--- src/rtl/seq_stage_ctrl.sv ---
// rtl/seq_stage_ctrl.sv - Y86-64 sequential-core stage sequencer with PC, stat and counters
// Optional SEQ_SINGLE_STEP_EN adds step/step_wait and a STEP_HOLD park state after each instruction.
module seq_stage_ctrl #(
  parameter int unsigned       ADDR_W      = 64,
  parameter logic [ADDR_W-1:0] RESET_PC    = '0,
  parameter int unsigned       CNT_W       = 32,
  parameter int unsigned       MAX_INSTR   = 0,
  parameter int unsigned       MEM_TIMEOUT = 15
) (
  input  logic              clk,
  input  logic              rst_n,
  input  logic              start,
  input  logic [3:0]        icode,
  input  logic              instr_valid,
  input  logic              imem_error,
  input  logic              dmem_error,
  input  logic              mem_ready,
  input  logic [ADDR_W-1:0] next_pc,
`ifdef SEQ_SINGLE_STEP_EN
  input  logic              step,
  output logic              step_wait,
`endif
  output logic [ADDR_W-1:0] pc,
  output logic [5:0]        stage_en,
  output logic              mem_req,
  output logic [1:0]        stat,
  output logic              halted,
  output logic [CNT_W-1:0]  instr_count,
  output logic [CNT_W-1:0]  cycle_count
);

  typedef enum logic [3:0] {
    S_IDLE,
    S_FETCH,
    S_DECODE,
    S_EXECUTE,
    S_MEMORY,
    S_WRITEBACK,
    S_PCUPD,
    S_HALT,
    S_STEP_HOLD
  } state_t;

  localparam logic [1:0] STAT_AOK = 2'd0;
  localparam logic [1:0] STAT_HLT = 2'd1;
  localparam logic [1:0] STAT_ADR = 2'd2;
  localparam logic [1:0] STAT_INS = 2'd3;

  localparam logic [5:0] EN_FETCH = 6'b000001;
  localparam logic [5:0] EN_DEC   = 6'b000010;
  localparam logic [5:0] EN_EXE   = 6'b000100;
  localparam logic [5:0] EN_MEM   = 6'b001000;
  localparam logic [5:0] EN_WB    = 6'b010000;
  localparam logic [5:0] EN_PCUPD = 6'b100000;

  localparam int unsigned WAIT_W = (MEM_TIMEOUT > 1) ? $clog2(MEM_TIMEOUT + 1) : 1;
  localparam logic [WAIT_W-1:0] WAIT_LAST = WAIT_W'(MEM_TIMEOUT - 1);

  state_t            state;
  logic [WAIT_W-1:0] wait_cnt;
  logic              is_mem_op;
  logic              counting;
  logic              limit_hit;
  logic [CNT_W-1:0]  instr_inc;
  logic [CNT_W-1:0]  cycle_inc;

  // Only loads, stores, call/ret and push/pop touch data memory.
  always_comb begin
    is_mem_op = 1'b0;
    if (icode inside {4'h4, 4'h5, 4'h8, 4'h9, 4'hA, 4'hB})
      is_mem_op = 1'b1;
  end

  // Counters stick at all-ones rather than wrapping.
  always_comb begin
    counting  = (state inside {S_FETCH, S_DECODE, S_EXECUTE, S_MEMORY, S_WRITEBACK, S_PCUPD});
    instr_inc = (instr_count == '1) ? instr_count : instr_count + CNT_W'(1);
    cycle_inc = (cycle_count == '1) ? cycle_count : cycle_count + CNT_W'(1);
    limit_hit = (MAX_INSTR != 0) && (instr_inc == CNT_W'(MAX_INSTR));
  end

  always_ff @(posedge clk or negedge rst_n) begin
    if (!rst_n) begin
      state       <= S_IDLE;
      pc          <= RESET_PC;
      stage_en    <= '0;
      mem_req     <= 1'b0;
      stat        <= STAT_AOK;
      halted      <= 1'b0;
      instr_count <= '0;
      cycle_count <= '0;
      wait_cnt    <= '0;
`ifdef SEQ_SINGLE_STEP_EN
      step_wait   <= 1'b0;
`endif
    end else begin
      if (counting)
        cycle_count <= cycle_inc;

      case (state)
        S_IDLE: begin
          if (start) begin
            state    <= S_FETCH;
            stage_en <= EN_FETCH;
          end
        end

        S_FETCH: begin
          if (imem_error || !instr_valid) begin
            stat     <= imem_error ? STAT_ADR : STAT_INS;
            state    <= S_HALT;
            stage_en <= '0;
            halted   <= 1'b1;
          end else begin
            state    <= S_DECODE;
            stage_en <= EN_DEC;
          end
        end

        S_DECODE: begin
          state    <= S_EXECUTE;
          stage_en <= EN_EXE;
        end

        S_EXECUTE: begin
          state    <= S_MEMORY;
          stage_en <= EN_MEM;
          mem_req  <= is_mem_op;
          wait_cnt <= '0;
        end

        S_MEMORY: begin
          if (!mem_req) begin
            state    <= S_WRITEBACK;
            stage_en <= EN_WB;
          end else if (mem_ready) begin
            // An error reported with the completion overrides the completion.
            mem_req <= 1'b0;
            if (dmem_error) begin
              stat     <= STAT_ADR;
              state    <= S_HALT;
              stage_en <= '0;
              halted   <= 1'b1;
            end else begin
              state    <= S_WRITEBACK;
              stage_en <= EN_WB;
            end
          end else if (wait_cnt == WAIT_LAST) begin
            mem_req  <= 1'b0;
            stat     <= STAT_ADR;
            state    <= S_HALT;
            stage_en <= '0;
            halted   <= 1'b1;
          end else begin
            wait_cnt <= wait_cnt + WAIT_W'(1);
          end
        end

        S_WRITEBACK: begin
          state    <= S_PCUPD;
          stage_en <= EN_PCUPD;
        end

        S_PCUPD: begin
          pc          <= next_pc;
          instr_count <= instr_inc;
          if (icode == 4'h0 || limit_hit) begin
            // A halt instruction still commits its PC, as Y86 does.
            if (icode == 4'h0)
              stat <= STAT_HLT;
            state    <= S_HALT;
            stage_en <= '0;
            halted   <= 1'b1;
          end else begin
`ifdef SEQ_SINGLE_STEP_EN
            state     <= S_STEP_HOLD;
            stage_en  <= '0;
            step_wait <= 1'b1;
`else
            state    <= S_FETCH;
            stage_en <= EN_FETCH;
`endif
          end
        end

        S_HALT: begin
          stage_en <= '0;
          halted   <= 1'b1;
        end

`ifdef SEQ_SINGLE_STEP_EN
        S_STEP_HOLD: begin
          if (step) begin
            state     <= S_FETCH;
            stage_en  <= EN_FETCH;
            step_wait <= 1'b0;
          end
        end
`endif

        default: begin
          state    <= S_IDLE;
          stage_en <= '0;
          mem_req  <= 1'b0;
        end
      endcase
    end
  end

endmodule

--- config.mk ---
export PLATFORM = sky130hd
export DESIGN_NAME = seq_stage_ctrl
export DESIGN_NICKNAME = d
export VERILOG_FILES = /design/src/rtl/seq_stage_ctrl.sv
export SDC_FILE = /design/constraint.sdc
export NUM_CORES = 1
export LEC_CHECK = 0
export CORE_ASPECT_RATIO = 0.5
export CORE_MARGIN = 3
export CORE_UTILIZATION = 50
export CTS_CLUSTER_DIAMETER = 200
export DETAILED_ROUTE_END_ITERATION = 10
export PLACE_DENSITY = 0.88
export SLEW_MARGIN = 30
export SYNTH_ARGS = -nofsm -noshare
export SYNTH_HDL_FRONTEND = slang
export SYNTH_SLANG_ARGS = --single-unit
--- constraint.sdc ---
create_clock -name clk -period 5.9 [get_ports clk]
set_input_delay 1.18 -clock clk [delete_from_list [all_inputs] [get_ports clk]]
set_output_delay 1.18 -clock clk [all_outputs]
set_load 0.005 [all_outputs]
==> flow_metrics.env, run 1 <==
export IMPL_remaining_drc_errors=0
export IMPL_max_slew_margin_pct=47.91
export IMPL_ys_top_cells_by_count="222 x nand2_1, 145 x dfrtp_1, 38 x xnor2_1, 33 x nand3_1, 23 x xor2_1"
export IMPL_cts_setup_buffers=0
export IMPL_top_layer_used="met4"
export IMPL_setup_viol=0
export IMPL_routed_wl_met3_um=789
export IMPL_worstSetupPathType="flop to flop"
export IMPL_grt_util_all_layers_pct=24.13
export IMPL_slowest_delay_ns=0.72
export IMPL_drt_total_wl_mm=17.12
export IMPL_drv_slew=0
export IMPL_synth_seq_area_share_pct=56.55
export IMPL_power_frac_comb_pct=33.5
export IMPL_synth_avg_cell_area_um2=9.796
export IMPL_required_ns=6.23
export IMPL_yosysMostFrequentCell="nand2_1"
export IMPL_end_kind="flop"
export IMPL_cts_tree="done"
export IMPL_yosys_area_top_type="dfrtp_1"
export IMPL_path_delay_family="simple AND/OR/NAND/NOR gates"
export IMPL_slowest_stage="dfrtp_1"
export IMPL_antenna_found_initial=0
export IMPL_wl_met2_mm=8.815
export IMPL_startpoint="state[1]$_DFFE_PN0P_"
export IMPL_grt_ovfl_total=0
export IMPL_crit_path_end="instr_count[25]$_DFFE_PN0P_"
export IMPL_drive_gt1_share_pct=5.789
export IMPL_wl_per_cell_um=16.37
export IMPL_synth_cells=655
export IMPL_synth_flop_cell="dfrtp_1"
export IMPL_grt_max_degree=98
export IMPL_die_w_um=166.2
export IMPL_power_uw=3981
export IMPL_worst_clock_skew_ns=0.008077
export IMPL_intPower_uw=2735
export IMPL_nets=947
export IMPL_finalCritPeriodShare_pct=47.30
export IMPL_rsz0062_at_grt="false"
export IMPL_detail_route_first_pass_iterations=4
export IMPL_clockRootBuffer="clkbuf_16"
export IMPL_worstPathMaxFanout=67
export IMPL_rr_worst_depth=5
export IMPL_regToRegStartpoint="state[1]$_DFFE_PN0P_"
export IMPL_final_cell_count_no_fill=1046
export IMPL_synth_area_mm2=0.006416
export IMPL_crit_chain="and3b_2 -> buf_4 -> nand2_1 -> nor4b_1 -> xor2_1"
export IMPL_met1_length_mm=7.039
export IMPL_die_area_mm2=0.01431
export IMPL_clkTransAtPathRegs_ns=0.06
export IMPL_worst_path_stages=5
export IMPL_drt_iter0_drc=380
export IMPL_numCtsBuffers=17
export IMPL_regArea_mm2=0.003628
export IMPL_ios=213
export IMPL_synth_edff_count=0
export IMPL_synth_fp_nets=734
export IMPL_diodes=0
export IMPL_hold_path_class="flop to flop"
export IMPL_row_count=28
export IMPL_worstHoldStart="halted$_DFFE_PN0P_"
export IMPL_ant_nets=0
export IMPL_ys_ff_latch=145
export IMPL_multi_input_area_mm2=0.002656
export IMPL_cts_resized=0
export IMPL_insertion_delay_ns=0.41
export IMPL_tightest_slew_ns=0.7813
export IMPL_syn_to_final_growth_pct=45.05
export IMPL_initial_core_util_pct=52.78
export IMPL_die_h_um=86.10
export IMPL_arrival_ns=3.12
export IMPL_rr_endpoint="instr_count[25]$_DFFE_PN0P_"
export IMPL_final_core_util_pct=76.55
export IMPL_core_mm2=0.01216
export IMPL_via_per_inst=5.317
export IMPL_vdd_drop_max_mv=0.2379
export IMPL_synth_top_cell_area_share_pct=56.55
export IMPL_fmax_mhz=358.3
export IMPL_grt_pass1_vias=5585
export IMPL_place_inst=1014
export IMPL_cap_violations=0
export IMPL_p_per_area_mw_per_mm2=427.8
export IMPL_finalHoldViolCount=0
export IMPL_cts_hold_buf=0
export IMPL_p_clk_share_pct=28.1
export IMPL_cts_buffer_depth=2
export IMPL_grt_pass1_wl_mm=27.86
export IMPL_fin_crit_ns=2.791
export IMPL_cts_sinks=145
export IMPL_pwr_share_seq_pct=38.4
export IMPL_synth_cell_types=53
export IMPL_start_kind="flop"
export IMPL_leakage_uw=0.004262
export IMPL_critPathBufInv=1
export IMPL_numPortBuffers=212
export IMPL_tns_ns=0
export IMPL_outcome="completed"
export IMPL_yosys_warnings=0
export IMPL_whs_ns=0.4709
export IMPL_gp_congestion=0.8106
export IMPL_yosys_top_cells_area="dfrtp_1 57%, nand2_1 13%, xnor2_1 5.2%"
export IMPL_switching_share_pct=31.30
export IMPL_synth_async_reset_ratio_pct=100.0
export IMPL_power_switching_uw=1246
export IMPL_dp_hpwl_mm=11.88
export IMPL_reg2reg_slack_ns=3.11
export IMPL_vias=5562
export IMPL_htreeDepth=4
export IMPL_fillCellCount=785
[registers in the layout (all words and copies together), names as in the netlist]
name,flops
pc,64
cycle_count,32
instr_count,32
stage_en,6
wait_cnt,4
state,3
stat,2
halted,1
mem_req,1
[worst min-delay path by stage]
stage / to / slack, ns / cells after the start
finish: halted$_DFFE_PN0P_ / 0.47 / 1
global route: pc[38]$_DFFE_PN0P_ / 0.49 / 2
CTS: halted$_DFFE_PN0P_ / 0.47 / 1
detailed placement: halted$_DFFE_PN0P_ / 0.45 / 1
global placement: halted$_DFFE_PN0P_ / 0.45 / 1
floorplan: halted$_DFFE_PN0P_ / 0.45 / 1
[power groups by stage]
stage	Combinational, µW	Sequential [µW]	Clock (µW)
3_3_place_gp	1290	1520	0
2_1_floorplan	585	1500	0
5_1_grt	1470	1570	1180
6_report	1330	1530	1120
3_5_place_dp	1340	1540	0
4_1_cts	1350	1530	1130
[worst register-to-register path, stage by stage, from the launching register on]
cell	delay [ns]
dfrtp_1	0.72
and3b_2	0.37
buf_4	0.55
nand2_1	0.41
nor4b_1	0.49
xor2_1	0.19
[metrics by stage]
step           setup slack [ns]  instance area (µm²)
2_1_floorplan             3.494                 6416
3_3_place_gp              2.939                 8686
3_5_place_dp              2.845                 8686
4_1_cts                   3.150                 9304
5_1_grt                   2.946                 9306
6_report                  3.109                 9306
[logic make-up after synthesis]
| family | synth area share [%] |
|---|---|
| AND/OR/NAND/NOR | 26.66 |
| flip-flops | 56.55 |
| XOR/XNOR | 8.327 |
| AO/OA/AOI/OAI | 4.778 |
| buffers and inverters | 2.067 |
| multiplexers | 0.8385 |
| adder cells (fa/ha/maj) | 0.7801 |
[cell type report]
cell class              count  area share [%]
repair buffers            216           23.16
multi-input cells         477           28.54
clock buffers              24           5.284
inverters                  11          0.4437
clock inverters             8           1.358
well taps                 165           2.218
flip-flops and latches    145           38.99
[cells in the final DEF (no fill, tap or decap), types with 4 or more instances in the layout]
| cell | instances |
|---|---|
| clkdlybuf4s50_1 | 211 |
| xnor2_1 | 38 |
| a21oi_1 | 9 |
| nor3_1 | 17 |
| buf_4 | 4 |
| nand4_1 | 21 |
| a31oi_1 | 6 |
| ha_1 | 4 |
| a21o_1 | 4 |
| clkbuf_16 | 17 |
| xor2_1 | 23 |
| and2_1 | 7 |
| dfrtp_1 | 145 |
| nor4_1 | 8 |
| inv_1 | 11 |
| nand2_1 | 222 |
| and3_1 | 11 |
| and4_1 | 6 |
| nand3_1 | 33 |
| o21ai_0 | 4 |
| clkbuf_8 | 5 |
| nor2_1 | 20 |
[per-layer routing]
metal	global-route usage (%)	up-vias
met2	42.15	173
li1	-	2631
met4	11.02	0
met1	29.11	2717
met3	5.525	41
met5	0	-
Note: power is estimated with default switching activity, not from simulation.
==> run 2, diff against run 1 <==
Settings changed: CORE_UTILIZATION 50 to 46, PLACE_DENSITY 0.88 to 0.82.
Clock period 5.9 ns to 2.7 ns, I/O delays scaled along.
==> flow_metrics.env, run 2 (synthesized netlist as in run 1, its figures left out) <==
export IMPL_outcome="completed"
export IMPL_start_kind="flop"
export IMPL_layout_commonest_cell="nand2_1"
export IMPL_pre_cts_ws_ns=0.2591
export IMPL_path_delay_family="simple AND/OR/NAND/NOR gates"
export IMPL_vdd_drop_max_mv=0.4824
export IMPL_vias=5502
export IMPL_design_area_mm2=0.009356
export IMPL_numPortBuffers=212
export IMPL_diodes=0
export IMPL_setup_viol=0
export IMPL_die_w_um=173.0
export IMPL_fmax_mhz=457.0
export IMPL_die_area_mm2=0.01549
export IMPL_fin_crit_ns=2.188
export IMPL_crit_chain="or3b_2 -> a2111o_1 -> o21a_1 -> nor3_4 -> a32o_1"
export IMPL_final_cell_mix="222 x nand2_1, 211 x clkdlybuf4s50_1, 145 x dfrtp_1"
export IMPL_die_h_um=89.51
export IMPL_insertion_delay_ns=0.42
export IMPL_regArea_mm2=0.003628
export IMPL_htreeDepth=4
export IMPL_finalHoldViolCount=0
export IMPL_grt_max_degree=66
export IMPL_cts_buffer_depth=2
export IMPL_max_slew_margin_pct=51.29
export IMPL_drt_total_wl_mm=17.38
export IMPL_top_register="pc"
export IMPL_numCtsBuffers=17
export IMPL_end_kind="flop"
export IMPL_top_regs="pc (64), cycle_count (32), instr_count (32)"
export IMPL_p_per_area_mw_per_mm2=913.0
export IMPL_drv_slew=0
export IMPL_ant_nets=0
export IMPL_fillCellCount=980
export IMPL_largest_reg_flops=64
export IMPL_leakage_uw=0.004288
export IMPL_drive_gt1_share_pct=6.974
export IMPL_grt_ovfl_total=0
export IMPL_worst_clock_skew_ns=0.01151
export IMPL_clockRootBuffer="clkbuf_16"
export IMPL_wl_per_cell_um=16.16
export IMPL_setup_ws_ns=0.5117
export IMPL_ios=213
export IMPL_multi_input_area_mm2=0.002656
export IMPL_cts_setup_buffers=0
export IMPL_drt_iter0_drc=371
export IMPL_slowest_stage="or3b_2"
export IMPL_slowest_delay_ns=0.56
export IMPL_row_count=29
export IMPL_dpl_cell_area_mm2=0.008785
export IMPL_cts_resized=0
export IMPL_finalCritPeriodShare_pct=81.05
export IMPL_dp_hpwl_mm=12.42
export IMPL_cts_hold_buf=0
export IMPL_critPathBufInv=0
export IMPL_grt_pass1_wl_mm=27.76
export IMPL_syn_to_final_growth_pct=45.83
export IMPL_cap_violations=0
export IMPL_rsz0062_at_grt="false"
export IMPL_grt_util_all_layers_pct=22.41
export IMPL_required_ns=3.04
export IMPL_antenna_found_initial=0
export IMPL_tns_ns=0
export IMPL_grt_pass1_vias=5592
export IMPL_detail_route_first_pass_iterations=7
export IMPL_arrival_ns=2.53
export IMPL_nets=955
export IMPL_worstPathMaxFanout=8
export IMPL_cts_tree="done"
export IMPL_clkTransAtPathRegs_ns=0.07
export IMPL_gp_congestion=0.8581
export IMPL_via_per_inst=5.118
export IMPL_initial_core_util_pct=48.85
export IMPL_whs_ns=0.09648
export IMPL_worstSetupPathType="flop to flop"
export IMPL_remaining_drc_errors=0
export IMPL_tightest_slew_ns=0.7307
export IMPL_core_mm2=0.01314
export IMPL_cts_sinks=145
export IMPL_hold_path_class="input pin to asynchronous set/reset pin"
[run 2: changes by cell type in the layout (fill, tap and decap cells not counted), moves of 3 or more]
cell,change
buf_4,+7
bufinv_16,-3
clkbuf_1,-3
clkbuf_8,-3
clkinv_4,+3
inv_6,+4
inv_8,+3
[run 2: layout make-up]
class                           count  area share, %
Inverter                           11         0.4413
Clock buffer                       19          4.841
Tap cell                          186          2.487
Timing Repair Buffer              224          23.79
Clock inverter                     13          1.270
Multi-Input combinational cell    477          28.39
Sequential cell                   145          38.78
[run 2: worst paths after layout]
kind / from / endpoint / slack [ns] / cells past startpoint
setup / recovery: state[1]$_DFFE_PN0P_ / stage_en[2]$_DFFE_PN0P_ / 0.51 / 5
hold / removal: rst_n / pc[23]$_DFFE_PN0P_ / 0.1 / 1
setup reg to reg: state[1]$_DFFE_PN0P_ / stage_en[2]$_DFFE_PN0P_ / 0.51 / 5
hold reg to reg: pc[43]$_DFFE_PN0P_ / pc[43]$_DFFE_PN0P_ / 0.47 / 2
max in group asynchronous: rst_n / instr_count[20]$_DFFE_PN0P_ / 1.89 / 2
min in group clk: pc[43]$_DFFE_PN0P_ / pc[43]$_DFFE_PN0P_ / 0.47 / 2
[run 2: routing by layer]
metal | share of wire (%) | vias to the layer above | wire [µm] | track usage [%]
li1 | - | 2655 | - | -
met1 | 42 | 2662 | 7361 | 27.06
met2 | 51 | 147 | 8794 | 39.68
met3 | 4.6 | 38 | 793 | 5.344
met4 | 2.5 | 0 | 426 | 9.478
met5 | 0 | - | 0 | 0
[run 2: per-stage QoR]
stage | std cells | total power (µW) | util [%]
6_report | 1075 | 8542 | 71.23
5_1_grt | 1075 | 9079 | 71.23
4_1_cts | 1075 | 8636 | 71.23
3_5_place_dp | 1043 | 6329 | 66.88
3_3_place_gp | 1043 | 6213 | 66.88
2_1_floorplan | 655 | 4556 | -
[run 2: power breakdown]
| part | leakage (µW) | switching (µW) | total (µW) | internal (µW) |
|---|---|---|---|---|
| Combinational | 0.00214 | 1380 | 3020 | 1640 |
| Sequential | 0.00188 | 446 | 3260 | 2810 |
| Clock | 0.000277 | 1000 | 2270 | 1260 |
| Total | 0.00429 | 2830 | 8540 | 5710 |
==> run 3, diff against run 2 <==
Clock period 2.7 ns to 2.17 ns, I/O delays scaled along.
==> flow_metrics.env, run 3 (synthesized netlist as in run 1, its figures left out) <==
export IMPL_via_per_inst=5.162
export IMPL_nets=983
export IMPL_outcome="completed"
export IMPL_layout_commonest_cell="nand2_1"
export IMPL_largest_reg_flops=64
export IMPL_insertion_delay_ns=0.41
export IMPL_dpl_cell_area_mm2=0.008962
export IMPL_worstHoldStart="pc[60]$_DFFE_PN0P_"
export IMPL_power_uw=11200
export IMPL_syn_to_final_growth_pct=50.57
export IMPL_top_regs="pc (64), cycle_count (32), instr_count (32)"
export IMPL_clkTransAtPathRegs_ns=0.06
export IMPL_row_count=29
export IMPL_grt_util_all_layers_pct=22.77
export IMPL_cts_buffer_depth=2
export IMPL_die_h_um=89.51
export IMPL_finalCritPeriodShare_pct=95.22
export IMPL_required_ns=2.50
export IMPL_fin_crit_ns=2.066
export IMPL_wl_per_cell_um=16.05
export IMPL_grt_pass1_wl_mm=28.43
export IMPL_clockRootBuffer="clkbuf_16"
export IMPL_cap_violations=0
export IMPL_worstPathMaxFanout=7
export IMPL_initial_core_util_pct=48.85
export IMPL_worst_clock_skew_ns=0.01371
export IMPL_regToRegStartpoint="state[2]$_DFFE_PN0P_"
export IMPL_fillCellCount=954
export IMPL_numPortBuffers=212
export IMPL_end_kind="flop"
export IMPL_die_w_um=173.0
export IMPL_ant_nets=0
export IMPL_setup_viol=0
export IMPL_diodes=0
export IMPL_grt_pass1_vias=5702
export IMPL_finalHoldViolCount=0
export IMPL_antenna_found_initial=0
export IMPL_numCtsBuffers=17
export IMPL_htreeDepth=4
export IMPL_power_frac_comb_pct=35.4
export IMPL_hold_path_class="flop to flop"
export IMPL_grt_max_degree=66
export IMPL_arrival_ns=2.39
export IMPL_top_register="pc"
export IMPL_max_slew_margin_pct=60.47
export IMPL_pwr_share_seq_pct=35.8
export IMPL_die_area_mm2=0.01549
export IMPL_intPower_uw=7714
export IMPL_remaining_drc_errors=0
export IMPL_final_cell_mix="222 x nand2_1, 211 x clkdlybuf4s50_1, 144 x dfrtp_1"
export IMPL_startpoint="state[2]$_DFFE_PN0P_"
export IMPL_gp_congestion=0.8372
export IMPL_vias=5689
export IMPL_p_clk_share_pct=28.8
export IMPL_design_area_mm2=0.009661
export IMPL_drt_iter0_drc=307
export IMPL_dp_hpwl_mm=12.64
export IMPL_worstSetupPathType="flop to flop"
export IMPL_detail_route_first_pass_iterations=5
export IMPL_grt_ovfl_total=0
export IMPL_start_kind="flop"
export IMPL_switching_share_pct=31.12
export IMPL_drt_total_wl_mm=17.69
export IMPL_tightest_slew_ns=0.5902
export IMPL_vdd_drop_max_mv=0.7157
export IMPL_drv_slew=0
export IMPL_leakage_uw=0.004462
export IMPL_cts_sinks=145
export IMPL_core_mm2=0.01314
export IMPL_ios=213
export IMPL_drive_gt1_share_pct=9.825
export IMPL_cts_tree="done"
export IMPL_power_switching_uw=3485
export IMPL_p_per_area_mw_per_mm2=1159
export IMPL_fmax_mhz=483.9
==> run 3: final timing paths <==
check / cells after the start / slack, ns / end
max in group asynchronous: 3 / 0.91 / pc[52]$_DFFE_PN0P_
setup / recovery: 5 / 0.10 / cycle_count[27]$_DFFE_PN0P_
hold reg to reg: 2 / 0.47 / pc[60]$_DFFE_PN0P_
min in group asynchronous: 2 / 0.54 / pc[24]$_DFFE_PN0P_
setup reg to reg: 5 / 0.10 / cycle_count[27]$_DFFE_PN0P_
hold / removal: 2 / 0.47 / pc[60]$_DFFE_PN0P_
==> run 3: per-layer routing <==
layer / GRT usage, % / share of wire (%) / up-vias
met1: 28.31 / 43 / 2799
met2: 39.79 / 51 / 157
met5: 0 / 0 / -
li1: - / - / 2708
met4: 8.156 / 1.6 / 0
met3: 5.640 / 4.8 / 25
==> run 3: through the flow <==
stage | hold slack [ns] | utilization (%) | std cells | TNS (ns) | worst slack [ns]
2_1_floorplan | 0.1384 | - | 655 | 0 | 0.08175
3_3_place_gp | 0.4198 | 68.23 | 1065 | 0 | 0.08413
3_5_place_dp | 0.4263 | 68.23 | 1065 | 0 | 0.02604
4_1_cts | 0.4767 | 73.17 | 1097 | 0 | 0.06062
5_1_grt | 0.4962 | 73.55 | 1102 | -0.03284 | -0.01615
6_report | 0.4722 | 73.55 | 1102 | 0 | 0.1036
==> run 3: worst max-delay path: stages, from the launching register on <==
cell,delay [ns]
dfrtp_1,0.40
and3_4,0.20
or4_4,0.55
a2111o_4,0.51
nor4_4,0.17
xor2_1,0.17
==> run 3: power groups by stage <==
| stage | Clock [µW] | Sequential, µW | Combinational [µW] |
|---|---|---|---|
| after detailed placement | 0 | 4040 | 3970 |
| after CTS | 3270 | 4010 | 4010 |
| after floorplan | 0 | 4080 | 1590 |
| final | 3230 | 4010 | 3960 |
| after global placement | 0 | 4000 | 3850 |
| after global routing | 3390 | 4100 | 4390 |
==> run 3: what timing repair did <==
action,in CTS,in global routing
setup endpoints to repair,0,6
buffers inserted,0,5
gates resized for setup,0,4
hold endpoints to repair,14,0
hold buffers,1,0
==> run 3: cell type report <==
type                    instances  area, µm²  area share, %
clock buffers                  19      432.9          4.481
clock inverters                12      205.2          2.124
inverters                      11      41.29         0.4274
multi-input cells             477       2668          27.61
flip-flops and latches        145       3630          37.57
well taps                     186      232.7          2.409
repair buffers                252       2451          25.37
